[config.mk]
export PLATFORM = sky130hd
export DESIGN_NAME = elelock3
export DESIGN_NICKNAME = d
export VERILOG_FILES = /design/src/rtl/elelock_pkg.sv /design/src/rtl/tenkey_dec.sv /design/src/rtl/elelock3.sv
export SDC_FILE = /design/constraint.sdc
export NUM_CORES = 1
export LEC_CHECK = 0
export ABC_AREA = 1
export ABC_CLOCK_PERIOD_IN_PS = 4150
export CAP_MARGIN = 20
export CELL_PAD_IN_SITES_DETAIL_PLACEMENT = 0
export CELL_PAD_IN_SITES_GLOBAL_PLACEMENT = 1
export CORE_ASPECT_RATIO = 0.7
export CORE_UTILIZATION = 40
export DETAILED_ROUTE_END_ITERATION = 8
export PLACE_DENSITY_LB_ADDON = 0.25
export SYNTH_ARGS = -nofsm -noshare
export SYNTH_HDL_FRONTEND = slang
export SYNTH_SLANG_ARGS = --single-unit
[constraint.sdc]
create_clock -name ck -period 4.15 [get_ports ck]
set_input_delay 0.6225 -clock ck [delete_from_list [all_inputs] [get_ports ck]]
set_output_delay 0.6225 -clock ck [all_outputs]
set_load 0.03 [all_outputs]
[src/rtl/elelock_pkg.sv]
// Shared types and key-pad helpers for the parametrised electronic lock.
package elelock_pkg;

  typedef enum logic [1:0] {
    OPEN    = 2'd0,
    LOCKED  = 2'd1,
    LOCKOUT = 2'd2
  } state_e;

  localparam logic [3:0] NO_DIGIT = 4'hF;

  // Highest set bit wins; callers only use the result when the input is one-hot.
  function automatic logic [3:0] onehot10_to_bcd(input logic [9:0] v);
    logic [3:0] r;
    r = NO_DIGIT;
    for (int i = 0; i < 10; i++) begin
      if (v[i]) r = 4'(i);
    end
    return r;
  endfunction

  function automatic logic is_onehot10(input logic [9:0] v);
    return $onehot(v);
  endfunction

endpackage

[src/rtl/tenkey_dec.sv]
// Ten-key front end: rising-edge press detection and BCD encoding of the pressed key.
module tenkey_dec
  import elelock_pkg::*;
(
  input  logic       ck,
  input  logic       reset,
  input  logic [9:0] tenkey,
  output logic       valid,
  output logic [3:0] digit
);

  logic [9:0] tenkey_q;
  logic [9:0] press;

  always_ff @(posedge ck) begin
    if (reset) tenkey_q <= '0;
    else       tenkey_q <= tenkey;
  end

  // A new key edge counts only when the pad itself shows a single key.
  assign press = tenkey & ~tenkey_q;
  assign valid = is_onehot10(press) && is_onehot10(tenkey);
  assign digit = onehot10_to_bcd(tenkey);

endmodule

[src/rtl/elelock3.sv]
// Electronic lock: code entry shift register, secret latch, failure counting and timed lockout.
module elelock3
  import elelock_pkg::*;
#(
  parameter int DIGITS      = 4,
  parameter int MAX_FAIL    = 3,
  parameter int LOCKOUT_CYC = 16
) (
  input  logic       ck,
  input  logic       reset,
  input  logic [9:0] tenkey,
  input  logic       close,
  output logic       lock,
  output logic       alarm,
  output logic       reject,
  output logic [3:0] digit_cnt
);

  localparam int KW = 4 * DIGITS;
  localparam int TW = (LOCKOUT_CYC > 1) ? $clog2(LOCKOUT_CYC) : 1;
  localparam logic [KW-1:0] KEY_CLEAR  = {DIGITS{NO_DIGIT}};
  localparam logic [3:0]    CNT_FULL   = 4'(DIGITS);
  localparam logic [3:0]    FAIL_LIMIT = 4'(MAX_FAIL);
  localparam logic [TW-1:0] TIMER_LOAD = TW'(LOCKOUT_CYC - 1);

  state_e          state_q;
  logic [KW-1:0]   key_q, secret_q, key_d;
  logic [3:0]      digit_cnt_q, cnt_d;
  logic [3:0]      fail_cnt_q, fail_d;
  logic [TW-1:0]   timer_q;
  logic            lock_q, alarm_q, reject_q;
  logic            press_vld;
  logic [3:0]      press_digit;

  tenkey_dec u_dec (
    .ck    (ck),
    .reset (reset),
    .tenkey(tenkey),
    .valid (press_vld),
    .digit (press_digit)
  );

  always_comb begin
    key_d  = (key_q << 4) | KW'(press_digit);
    cnt_d  = (digit_cnt_q == CNT_FULL) ? digit_cnt_q : digit_cnt_q + 4'd1;
    fail_d = fail_cnt_q + 4'd1;
  end

  always_ff @(posedge ck) begin
    if (reset) begin
      state_q     <= OPEN;
      key_q       <= KEY_CLEAR;
      secret_q    <= KEY_CLEAR;
      digit_cnt_q <= '0;
      fail_cnt_q  <= '0;
      timer_q     <= '0;
      lock_q      <= 1'b0;
      alarm_q     <= 1'b0;
      reject_q    <= 1'b0;
    end else begin
      reject_q <= 1'b0;
      case (state_q)
        OPEN: begin
          // close takes priority over a press arriving in the same cycle
          if (close) begin
            if (digit_cnt_q == CNT_FULL) begin
              secret_q    <= key_q;
              key_q       <= KEY_CLEAR;
              digit_cnt_q <= '0;
              state_q     <= LOCKED;
              lock_q      <= 1'b1;
            end else begin
              reject_q <= 1'b1;
            end
          end else if (press_vld) begin
            key_q       <= key_d;
            digit_cnt_q <= cnt_d;
          end
        end
        LOCKED: begin
          if (press_vld) begin
            if (cnt_d == CNT_FULL) begin
              digit_cnt_q <= '0;
              if (key_d == secret_q) begin
                key_q      <= key_d;
                state_q    <= OPEN;
                lock_q     <= 1'b0;
                fail_cnt_q <= '0;
              end else begin
                key_q      <= KEY_CLEAR;
                fail_cnt_q <= fail_d;
                if (fail_d == FAIL_LIMIT) begin
                  state_q <= LOCKOUT;
                  timer_q <= TIMER_LOAD;
                  alarm_q <= 1'b1;
                end
              end
            end else begin
              key_q       <= key_d;
              digit_cnt_q <= cnt_d;
            end
          end
        end
        LOCKOUT: begin
          if (timer_q == '0) begin
            state_q    <= LOCKED;
            alarm_q    <= 1'b0;
            fail_cnt_q <= '0;
          end else begin
            timer_q <= timer_q - TW'(1);
          end
        end
        default: begin
          state_q <= OPEN;
          lock_q  <= 1'b0;
          alarm_q <= 1'b0;
        end
      endcase
    end
  end

  assign lock      = lock_q;
  assign alarm     = alarm_q;
  assign reject    = reject_q;
  assign digit_cnt = digit_cnt_q;

endmodule

==> results.md <==
* Max Clock Freq at ~250 MHz
* Most frequent cells in the layout: nand2_1, dfxtp_1, inv_1, nor2_1, nand3_1
* Antenna Nets Post-Route at 0
* Leading cell type in the layout, fill and taps excluded: nand2_1
* IO Count at 20
* Clock latency on the worst-skew pair at about 0.33 ns
* Critical path, cell by cell: clkdlybuf4s15_1 -> inv_2 -> nor2_2 -> ha_1 -> inv_1 -> fa_2 -> fa_1 -> fa_2 -> fa_1 -> o21a_1 -> nand2_1 -> nor2_1 -> nand3_2 -> buf_6 -> nand2_1 -> nand2_2 -> buf_4 -> a211oi_1
* DRT Wirelength at ~8000 um
* Tot GR Track Use at between 10% and 20%
* Via count at just over 3000
* Post-synth top flop: dfxtp_1
* Ys Warns at 0
* H-Tree Depth at 3
* RD Place Congestion at 0.803
* Met3 usage at 5.67%
* Pleak at around 2.1 nW
* Final Cycle Share at 97.2%
* Post-route cell area at roughly 4400 um^2
* Register Area at between 1000 and 1500 um^2
* Ant. Diodes at 0
* CP peak stage delay at approximately 0.56 ns
* Initial Util at between 40% and 50%
* Synth Cell Area at roughly 3600 um^2
* Period minus WS final at between 4 and 5 ns
* CTS clk-pin slew, worst paths at about 0.05 ns
* Final Core Density at between 50% and 60%
* Slew headroom at approximately 44%
* Filler Cells Inserted at ~860
* Num Clock Sinks at between 50 and 60
* Mean Syn Cell Area at around 7.4 um^2
* Row cnt at 28
* Grt met1 use at 25.2%
* Critical path fanouts, max at 7
* Clock buffer depth at 2
* Area post-placement at 4030 um^2
* Drt via density at 4.67
* Area of the multi-input gates at 2100 um^2
* Worst Hold Class: flip-flop to flip-flop
* Dpl hpwl at 5700 um
* Pre-CTS setup slack at -0.539 ns
* Post-synthesis sequential area ratio at between 30% and 40%
* Power density over the cells at roughly 500 nW/um^2
* DRT Pass-1 Iters at 4
* Die area at 9320 um^2
* Yosys cell types at 38
* Worst slew pin tran at between 0.8 and 0.9 ns
* Clock buffer count from CTS at 9
* Critical path class: primary input to flip-flop
* Synth Area in Simple Gates at 32.6%
* Largest net degree at the start of global routing at 26
* Top Usage Layer GRT: met2
* Mux contribution to synthesized area at 0%
* Peak VDD IR at between 0.2 and 0.25 mV
* Final Non-Filler Cells at 652
* Post-synthesis compound-gate area fraction at roughly 7.7%
* Layout Skew at 0.00656 ns
* Cells after Synth at just under 500
* Final Net Count at approximately 570
* Grt total ovfl at 0
* Initial DRC count at between 100 and 150
* Chip width at roughly 110 um
* Worst Setup End Kind: flip-flop
* EDFF count, synth at 0
* CTS tree: built
* Adder-cell share of the synthesized area at around 14%
* Post-synth ARST share at 0%
* CTS Root Cell: clkbuf_16
* Arrival time worst endpoint at 4.27 ns
* Die Y at 81.1 um
* Outcome: completed
* Final TNS setup at 0 ns
* Layout cells sized above 1 at approximately a fifth
* Area grow syn2layout at 23.2%
* Max-Cap Viols at 0
* Drt drc at 0
* CP max-delay cell: fa_2
* Initial antenna violation count at 0
* Fin. Hold Viols at 0
* Core area at 8550 um^2
* GR Util met2 at between 20% and 30%
* Post-DR wirelength/cell at 12.4 um
* Final worst slack at 0.117 ns
* IO buf count at 19
* CP startpoint kind: primary input
* Count of pins over their slew limit at 0
* First-pass GRT wire length at between 10000 and 15000 um
* Syn Nets at around 530
* Main combinational cell family by area after synthesis: simple AND/OR/NAND/NOR gates
* Post-Place Cells at 632
* Number of global-route vias before repair at ~2900
* Synth Register Bits at 59
* Worst EP required at ~4.4 ns
* Finish-stage setup viols at 0
* Synth Area in XOR/XNOR at between 2 and 3%
cell families (layout without fill, tap and decap cells):
group,Yosys count,after routing
and+or+nand+nor,250,250
buffers and inverters,84,135
DFF,59,59
AOI/OAI and AO/OA,43,43
adders and majority gates,33,33
xor gates and xnor gates,12,12
worst max-delay path, delay by kind of cell:
family	cells	cell delay (ns)
AOI/OAI and AO/OA	2	0.37
and+or+nand+nor	6	0.47
buffers and inverters	5	0.65
adders and majority gates	5	2.18
final timing paths:
path / start / endpoint / slack, ns / cells past startpoint
setup / recovery: tenkey[1] / digit_cnt[1] / 0.12 / 18
setup reg to reg: u_dec.tenkey_q[2] / digit_cnt[1] / 0.32 / 16
hold / removal: timer_q[0] / timer_q[0] / 0.46 / 2
hold reg to reg: timer_q[0] / timer_q[0] / 0.46 / 2
final cells by class:
type                            count  share of cell area [%]
Clock buffer                       13                    5.91
Clock inverter                      2                   0.796
Inverter                           70                    5.97
Multi-Input combinational cell    338                    47.6
Sequential cell                    59                    26.8
Tap cell                          120                    3.41
Timing Repair Buffer               50                    9.49
Yosys cell counts (6+ instances only):
cell / instances / area [um^2]
nand3_2: 6 / 60.1
ha_1: 21 / 263
a21oi_1: 12 / 60.1
nand2_1: 119 / 447
clkbuf_1: 7 / 26.3
inv_2: 6 / 22.5
nand3_1: 44 / 220
fa_1: 12 / 240
nand2_2: 7 / 43.8
o211ai_1: 11 / 82.6
o21ai_0: 10 / 50.1
nor2_1: 52 / 195
xor2_1: 8 / 70.1
inv_1: 62 / 233
dfxtp_1: 59 / 1180
layer usage:
| layer | wire [um] | vias to the layer above |
|---|---|---|
| met4 | 89 | 0 |
| met5 | 0 | - |
| met3 | 267 | 7 |
| met2 | 3450 | 47 |
| met1 | 4300 | 1385 |
| li1 | - | 1608 |
sequential cells by signal, summed over array words and instances (netlist names):
| register | count |
|---|---|
| u_dec.tenkey_q | 10 |
| secret_q | 16 |
| alarm | 1 |
| lock | 1 |
| key_q | 16 |
| timer_q | 4 |
| reject | 1 |
| fail_cnt_q | 4 |
| state_q | 2 |
| digit_cnt | 4 |
where the power goes:
group	switching (W)	internal, W
logic	0.000436	0.000326
registers	0.0000619	0.000640
clock network	0.000254	0.000493
per-stage QoR:
| step | hold slack [ns] | total power [W] |
|---|---|---|
| after floorplan | 0.433 | 0.00123 |
| final | 0.463 | 0.00221 |
| after global placement | 0.449 | 0.00141 |
| after global routing | 0.488 | 0.00235 |
| after CTS | 0.466 | 0.00218 |
| after detailed placement | 0.451 | 0.00143 |
repair_timing:
item | CTS | global route
hold buffers | 0 | 0
setup buffers | 0 | 5
endpoints found under the setup margin | 32 | 15
resized for setup | 12 | 32
pin swaps | 13 | 16
Note: power is estimated with default switching activity, not from simulation.
